**config.mk**
```make
export PLATFORM = sky130hd
export DESIGN_NAME = minifpga_cfg_loader_flat
export DESIGN_NICKNAME = d
export VERILOG_FILES = /design/src/rtl/minifpga_pkg.sv /design/src/rtl/minifpga_cfg_loader_if.sv /design/src/rtl/minifpga_cfg_loader.sv /design/src/flat_wrapper.sv
export SDC_FILE = /design/constraint.sdc
export NUM_CORES = 2
export LEC_CHECK = 0
export ABC_AREA = 1
export BUFFER_PORTS_ARGS = -buffer_cell sky130_fd_sc_hd__clkbuf_2
export CAP_MARGIN = 20
export CELL_PAD_IN_SITES_DETAIL_PLACEMENT = 1
export CELL_PAD_IN_SITES_GLOBAL_PLACEMENT = 2
export CORE_AREA = 2 2 544 546
export CTS_BUF_LIST = sky130_fd_sc_hd__clkbuf_8
export DETAILED_ROUTE_END_ITERATION = 7
export DIE_AREA = 0 0 546 548
export PLACE_DENSITY_LB_ADDON = 0.3
export SLEW_MARGIN = 20
export SYNTH_ARGS = -nofsm -noshare
export SYNTH_HDL_FRONTEND = slang
export SYNTH_SLANG_ARGS = --single-unit
```
**constraint.sdc**
```tcl
create_clock -name clk -period 4.1 [get_ports clk]
set_input_delay 0.615 -clock clk [delete_from_list [all_inputs] [get_ports clk]]
set_output_delay 0.615 -clock clk [all_outputs]
set_load 0.01 [all_outputs]
```
**src/rtl/minifpga_pkg.sv**
```systemverilog
// minifpga_pkg: shared tile configuration sizes, sync marker and loader states
package minifpga_pkg;
  localparam int LOCMUX_CFG_BITS = 80;
  localparam int LUT_CFG_BITS = 33;
  localparam int LUTS_PER_TILE = 8;
  localparam int TILE_CFG_BITS = LOCMUX_CFG_BITS + LUTS_PER_TILE * LUT_CFG_BITS;
  localparam logic [7:0] DEF_SYNC_BYTE = 8'hA5;
  typedef enum logic [1:0] {IDLE, LOAD, CHECK, COMMIT} ld_state_t;
endpackage

```
**src/rtl/minifpga_cfg_loader_if.sv**
```systemverilog
// minifpga_cfg_loader_if: byte-serial bitstream valid/ready channel
interface minifpga_cfg_loader_if;
  logic [7:0] in_data;
  logic in_valid;
  logic in_ready;
  modport master (output in_data, in_valid, input in_ready);
  modport slave (input in_data, in_valid, output in_ready);
endinterface

```
**src/rtl/minifpga_cfg_loader.sv**
```systemverilog
// minifpga_cfg_loader: assembles a checksummed bitstream frame and atomically commits tile configuration
module minifpga_cfg_loader #(
  parameter int NUM_TILES = 4,
  parameter int TILE_CFG_BITS = minifpga_pkg::TILE_CFG_BITS,
  parameter logic [7:0] SYNC_BYTE = minifpga_pkg::DEF_SYNC_BYTE
) (
  input  logic clk,
  input  logic rst,
  minifpga_cfg_loader_if.slave bus,
  output logic [NUM_TILES*TILE_CFG_BITS-1:0] cfgbits,
  output logic cfg_valid,
  output logic load_busy,
  output logic load_done,
  output logic load_err
);
  import minifpga_pkg::*;
  localparam int CFG_W = NUM_TILES * TILE_CFG_BITS;
  localparam int PAYLOAD_BYTES = CFG_W / 8;
  localparam int IW = $clog2(PAYLOAD_BYTES + 1);
  ld_state_t state, state_n;
  logic [IW-1:0] idx;
  logic [7:0] acc;
  logic [CFG_W-1:0] shadow;
  logic xfer;
  assign bus.in_ready = state != COMMIT;
  assign xfer = bus.in_valid && bus.in_ready;
  assign load_busy = state == LOAD || state == CHECK;
  always_comb begin
    state_n = state;
    unique case (state)
      IDLE:    state_n = (xfer && bus.in_data == SYNC_BYTE) ? LOAD : IDLE;
      LOAD:    state_n = (xfer && idx == IW'(PAYLOAD_BYTES - 1)) ? CHECK : LOAD;
      CHECK:   state_n = !xfer ? CHECK : (bus.in_data == acc ? COMMIT : IDLE);
      default: state_n = IDLE;
    endcase
  end
  always_ff @(posedge clk) begin
    if (rst) begin
      state <= IDLE;
      idx <= '0;
      acc <= '0;
      cfgbits <= '0;
      cfg_valid <= 1'b0;
      load_done <= 1'b0;
      load_err <= 1'b0;
    end else begin
      state <= state_n;
      load_done <= state == COMMIT;
      if (xfer && state == IDLE && bus.in_data == SYNC_BYTE) begin
        idx <= '0;
        acc <= '0;
      end
      if (xfer && state == LOAD) begin
        idx <= idx + 1'b1;
        acc <= acc ^ bus.in_data;
      end
      if (xfer && state == CHECK) load_err <= bus.in_data != acc;
      if (state == COMMIT) begin
        cfgbits <= shadow;
        cfg_valid <= 1'b1;
      end
    end
  end
  // Shadow is staging only; tiles never see it until COMMIT, so it needs no reset.
  always_ff @(posedge clk) begin
    if (xfer && state == LOAD) shadow[{idx, 3'b000} +: 8] <= bus.in_data;
  end
endmodule
```
**src/flat_wrapper.sv**
```systemverilog
// flat-port wrapper written by rule: the top's interface ports become plain ports
module minifpga_cfg_loader_flat import minifpga_pkg::*;
#(
  parameter int NUM_TILES = 4,
  parameter int TILE_CFG_BITS = minifpga_pkg::TILE_CFG_BITS,
  parameter logic [7:0] SYNC_BYTE = minifpga_pkg::DEF_SYNC_BYTE
)
  (clk, rst, cfgbits, cfg_valid, load_busy, load_done, load_err, bus_in_data, bus_in_valid, bus_in_ready);
  minifpga_cfg_loader_if bus_i ();
  input  logic clk;
  input  logic rst;
  output logic [NUM_TILES*TILE_CFG_BITS-1:0] cfgbits;
  output logic cfg_valid;
  output logic load_busy;
  output logic load_done;
  output logic load_err;
  input wire logic [$bits(bus_i.in_data)-1:0] bus_in_data;
  input wire logic [$bits(bus_i.in_valid)-1:0] bus_in_valid;
  output wire logic [$bits(bus_i.in_ready)-1:0] bus_in_ready;
  assign bus_i.in_data = bus_in_data;
  assign bus_i.in_valid = bus_in_valid;
  assign bus_in_ready = bus_i.in_ready;
  minifpga_cfg_loader #(.NUM_TILES(NUM_TILES), .TILE_CFG_BITS(TILE_CFG_BITS), .SYNC_BYTE(SYNC_BYTE)) u_core (.clk(clk), .rst(rst), .bus(bus_i), .cfgbits(cfgbits), .cfg_valid(cfg_valid), .load_busy(load_busy), .load_done(load_done), .load_err(load_err));
endmodule
```
==> flow_summary.html <==
<table>
<tr><th>Metric</th><th>Value</th></tr>
<tr><th colspan="2">Pwr</th></tr>
<tr><td>Cell-internal power</td><td>0.0419 W</td></tr>
<tr><td>Switching component of the power</td><td>0.0125 W</td></tr>
<tr><td>Total chip power</td><td>0.0544 W</td></tr>
<tr><td>Switching part of the total</td><td>0.229</td></tr>
<tr><td>P_leak</td><td>42.5 nW</td></tr>
<tr><td>Power per Cell Area</td><td>473 nW/um^2</td></tr>
<tr><td>Clk network pwr share</td><td>0.463</td></tr>
<tr><td>Combinational Power Share</td><td>0.007</td></tr>
<tr><td>Worst IR drop on VDD</td><td>0.000315 V</td></tr>
<tr><td>Register share of total power</td><td>0.530</td></tr>
<tr><th colspan="2">Synthesis</th></tr>
<tr><td>Post-synth top area cell</td><td>edfxtp_1</td></tr>
<tr><td>Unique cell type count in the Yosys netlist</td><td>31</td></tr>
<tr><td>Count of yosys warnings during synthesis</td><td>0</td></tr>
<tr><td>Seq/Total Area, Yosys</td><td>0.740</td></tr>
<tr><td>Async set or reset register ratio after synthesis</td><td>0</td></tr>
<tr><td>Synthesized area per cell</td><td>13.3 um^2</td></tr>
<tr><td>Commonest register cell after synthesis</td><td>dfxtp_1</td></tr>
<tr><td>Most area-consuming cells after synthesis</td><td>edfxtp_1 44%, dfxtp_1 30%, a22o_1 13%</td></tr>
<tr><td>Cell Area, Synth</td><td>93600 um^2</td></tr>
<tr><td>Number of enable flip-flop cells after synthesis</td><td>1376</td></tr>
<tr><td>Post-synthesis instance total</td><td>7030</td></tr>
<tr><td>Flip-flop and latch count after synthesis</td><td>2773</td></tr>
<tr><td>Share of the synthesized area in the top cell type</td><td>0.441</td></tr>
<tr><td>Post-synthesis net count</td><td>7049</td></tr>
<tr><th colspan="2">CTS</th></tr>
<tr><td>Total number of H-tree levels</td><td>5</td></tr>
<tr><td>Post-CTS setup buffers</td><td>0</td></tr>
<tr><td>Clock tree from TritonCTS</td><td>built</td></tr>
<tr><td>Number of buffers created by CTS</td><td>465</td></tr>
<tr><td>Buffer levels on the longest clock path</td><td>4</td></tr>
<tr><td>Clock sink total</td><td>2773</td></tr>
<tr><td>CTS clock-pin slew for the worst setup and hold paths</td><td>0.07 ns</td></tr>
<tr><td>Clock tree root buffer cell</td><td>clkbuf_8</td></tr>
<tr><td>Clock Latency Late Sink</td><td>1.13 ns</td></tr>
<tr><th colspan="2">Status</th></tr>
<tr><td>Status</td><td>completed</td></tr>
<tr><th colspan="2">Drt</th></tr>
<tr><td>Number of design rule violations left after detail routing</td><td>0</td></tr>
<tr><td>Routed vias</td><td>67400</td></tr>
<tr><td>Number of nets with antenna violations after detailed routing</td><td>0</td></tr>
<tr><td>Violation count after the first detailed-routing iteration</td><td>6278</td></tr>
<tr><td>Routed wire length per instance</td><td>35.0 um</td></tr>
<tr><td>Via density</td><td>5.23</td></tr>
<tr><td>Total wire length after detailed routing</td><td>451000 um</td></tr>
<tr><td>Detailed-router iteration count before antenna repair</td><td>6</td></tr>
<tr><th colspan="2">Finish</th></tr>
<tr><td>Signed area change from the synthesized netlist to the final layout</td><td>22.8%</td></tr>
<tr><td>Most used cells in the layout excluding fill and tap cells</td><td>1594 x nor2_1, 1397 x dfxtp_1, 1391 x clkbuf_2</td></tr>
<tr><td>Leading cell type in the layout, fill and taps excluded</td><td>nor2_1</td></tr>
<tr><td>Number of cells in the finished layout apart from fillers</td><td>12900</td></tr>
<tr><td>Post-layout net count</td><td>8549</td></tr>
<tr><td>Layout cells sized above 1</td><td>0.266</td></tr>
<tr><th colspan="2">Floorplan</th></tr>
<tr><td>Die boundary height</td><td>548 um</td></tr>
<tr><td>Standard-cell row count</td><td>199</td></tr>
<tr><td>Die W</td><td>546 um</td></tr>
<tr><td>Initial core utilization</td><td>0.319</td></tr>
<tr><td>Count of boundary I/O pins</td><td>1392</td></tr>
<tr><td>Die outline area</td><td>299000 um^2</td></tr>
<tr><td>Core Footprint</td><td>293000 um^2</td></tr>
<tr><th colspan="2">STA</th></tr>
<tr><td>Clock period minus worst slack</td><td>4.02 ns</td></tr>
<tr><td>Final hold vios</td><td>0</td></tr>
<tr><td>Final Skew</td><td>0.0580 ns</td></tr>
<tr><td>Smallest hold slack</td><td>0.0888 ns</td></tr>
<tr><td>Slew Limit Fails</td><td>0</td></tr>
<tr><td>Setup violation total in the final timing report</td><td>0</td></tr>
<tr><td>Setup TNS</td><td>0 ns</td></tr>
<tr><td>Setup repair after global routing missed its margin</td><td>no</td></tr>
<tr><td>Fmax</td><td>249 MHz</td></tr>
<tr><td>Slew at the pin closest to its max-slew limit</td><td>1.17 ns</td></tr>
<tr><td>Normalized max-slew margin</td><td>0.217</td></tr>
<tr><td>Final cycle utilization of the critical path</td><td>0.981</td></tr>
<tr><th colspan="2">Critical path</th></tr>
<tr><td>Number of buffers and inverters on the critical path</td><td>2</td></tr>
<tr><td>Cells along the critical path</td><td>inv_1 -&gt; ha_1 -&gt; buf_4 -&gt; nor2_4 -&gt; nand3_1 -&gt; nor2_4 -&gt; nand3_2 -&gt; nor2_1</td></tr>
<tr><td>Cell type group with the largest total delay on the critical path</td><td>simple AND/OR/NAND/NOR gates</td></tr>
<tr><td>Critical-path cell with the highest stage delay</td><td>nor2_4</td></tr>
<tr><td>Required time at the endpoint of the critical path</td><td>4.82 ns</td></tr>
<tr><td>Arrival time of data at the critical path endpoint</td><td>4.74 ns</td></tr>
<tr><td>Maximum fanout along the worst path</td><td>17</td></tr>
<tr><td>Largest stage delay, worst path</td><td>0.70 ns</td></tr>
<tr><td>Crit end category</td><td>register</td></tr>
<tr><td>RR Startpoint</td><td>u_core.idx[1]$_SDFFE_PP0P_</td></tr>
<tr><td>FF-to-FF setup slack</td><td>0.08 ns</td></tr>
<tr><td>Critical path depth in cells</td><td>8</td></tr>
<tr><td>Most used cell along the critical path</td><td>nor2_4</td></tr>
<tr><td>Worst Path Class, Setup</td><td>reg -&gt; reg</td></tr>
<tr><td>Cells on worst reg2reg path</td><td>8</td></tr>
<tr><td>CP Launch Point</td><td>u_core.idx[1]$_SDFFE_PP0P_</td></tr>
<tr><td>Crit start category</td><td>register</td></tr>
<tr><th colspan="2">Hold path</th></tr>
<tr><td>Instance count along the most critical hold path</td><td>2</td></tr>
<tr><td>Source of the worst hold timing path</td><td>rst</td></tr>
<tr><td>Path class of the lowest-slack min-delay path</td><td>in -&gt; reg</td></tr>
<tr><th colspan="2">Global route</th></tr>
<tr><td>Initial antenna violation count</td><td>45</td></tr>
<tr><td>GRT Util Overall</td><td>0.290</td></tr>
<tr><td>Wire length of the first global-routing pass</td><td>595000 um</td></tr>
<tr><td>Via count of the first global-routing pass</td><td>67100</td></tr>
<tr><td>Largest net degree at the start of global routing</td><td>129</td></tr>
<tr><td>Overall overflow remaining after global route</td><td>0</td></tr>
<tr><th colspan="2">Job</th></tr>
<tr><td>Number of maximum-capacitance constraint violations</td><td>0</td></tr>
<tr><th colspan="2">Placement</th></tr>
<tr><td>Placed Cells incl. Taps</td><td>12000</td></tr>
<tr><td>GP Congestion</td><td>0.927</td></tr>
<tr><td>Detail Placement HPWL</td><td>335000 um</td></tr>
<tr><td>Total of buffers placed on input and output ports</td><td>1391</td></tr>
</table>
worst paths after layout:
check | end
max | u_core.shadow[451]$_DFFE_PP_
min reg2reg | u_core.cfgbits[155]$_SDFFE_PP0P_
max reg2reg | u_core.shadow[451]$_DFFE_PP_
min | u_core.cfg_valid$_SDFFE_PP0P_
sequential cells by signal, summed over array words and instances (netlist names):
register	flops
u_core.cfg_valid	1
u_core.load_done	1
u_core.state	2
u_core.cfgbits	1376
u_core.shadow	1376
u_core.idx	8
u_core.acc	8
u_core.load_err	1
cells by family (layout without fill, tap and decap cells):
logic type / after synthesis / after routing / share of synthesized area
simple gates: 2153 / 2153 / 0.0947
compound gates: 1404 / 1404 / 0.130
xor+xnor: 12 / 12 / 0.00128
flops: 2773 / 2773 / 0.740
fa+ha+maj: 8 / 8 / 0.00107
buf+inv: 680 / 2598 / 0.0324
other cells: 0 / 17 / 0
routing by layer:
layer  up-vias  track usage  routed length [um]
li1      28700            -                   -
met1     34900        0.372              184000
met2      3112        0.444              199000
met3       685       0.0974               45300
met4        12        0.128               22100
met5         -            0                  81
synth_stat cells, types with 2 or more instances:
cell and number:
dfxtp_1 1397, nand3_1 331, nand2_2 7, ha_1 8
o21ai_0 8, nor3_1 10, xor2_2 2, a21oi_1 18
nor2_2 3, buf_2 235, nor2_1 1601, inv_2 15
buf_1 22, buf_4 9, nand4_2 7, nand3_2 18
edfxtp_1 1376, xnor2_1 9, clkbuf_1 304, inv_1 74
a22o_1 1376, nand4_1 32, nor2_4 7, buf_6 20
or2_2 8, nand2_1 128
what timing repair did:
item                                    CTS  global route
gates resized for setup                   0             1
hold buffers                              0             0
endpoints found under the setup margin    0             8
power groups by stage:
stage	sequential (W)	combinational [W]	clock, W
finish	0.0288	0.000380	0.0252
global route	0.0288	0.000399	0.0268
CTS	0.0288	0.000378	0.0256
detailed placement	0.0294	0.000378	0
global placement	0.0294	0.000374	0
floorplan	0.0294	0.000227	0
cell type report:
| class | count | area (um^2) |
|---|---|---|
| fillers | 31200 | 178000 |
| well taps | 3919 | 4900 |
| multi-input cells | 3577 | 21500 |
| repair buffers | 1623 | 9310 |
| clock inverters | 350 | 2130 |
| clock buffers | 535 | 7360 |
| inverters | 90 | 365 |
| diodes | 17 | 42.5 |
| flip-flops and latches | 2773 | 69300 |
metrics by stage:
| stage | instance area [um^2] | setup WS, ns | utilization |
|---|---|---|---|
| 3_5_place_dp | 105000 | 0.252 | 0.360 |
| 3_3_place_gp | 105000 | 0.394 | 0.360 |
| 4_1_cts | 115000 | 0.174 | 0.392 |
| 2_1_floorplan | 93600 | 1.32 | - |
| 5_1_grt | 115000 | 0.00103 | 0.392 |
| 6_report | 115000 | 0.0786 | 0.392 |
worst reg2reg max path, delay by kind of cell (launching register included):
| family | cells | cell delay (ns) |
|---|---|---|
| buffers and inverters | 2 | 0.35 |
| flip-flops | 1 | 0.42 |
| AND/OR/NAND/NOR | 5 | 2.47 |
| adder cells (fa/ha/maj) | 1 | 0.36 |
Power figures use the tool's default switching activity.
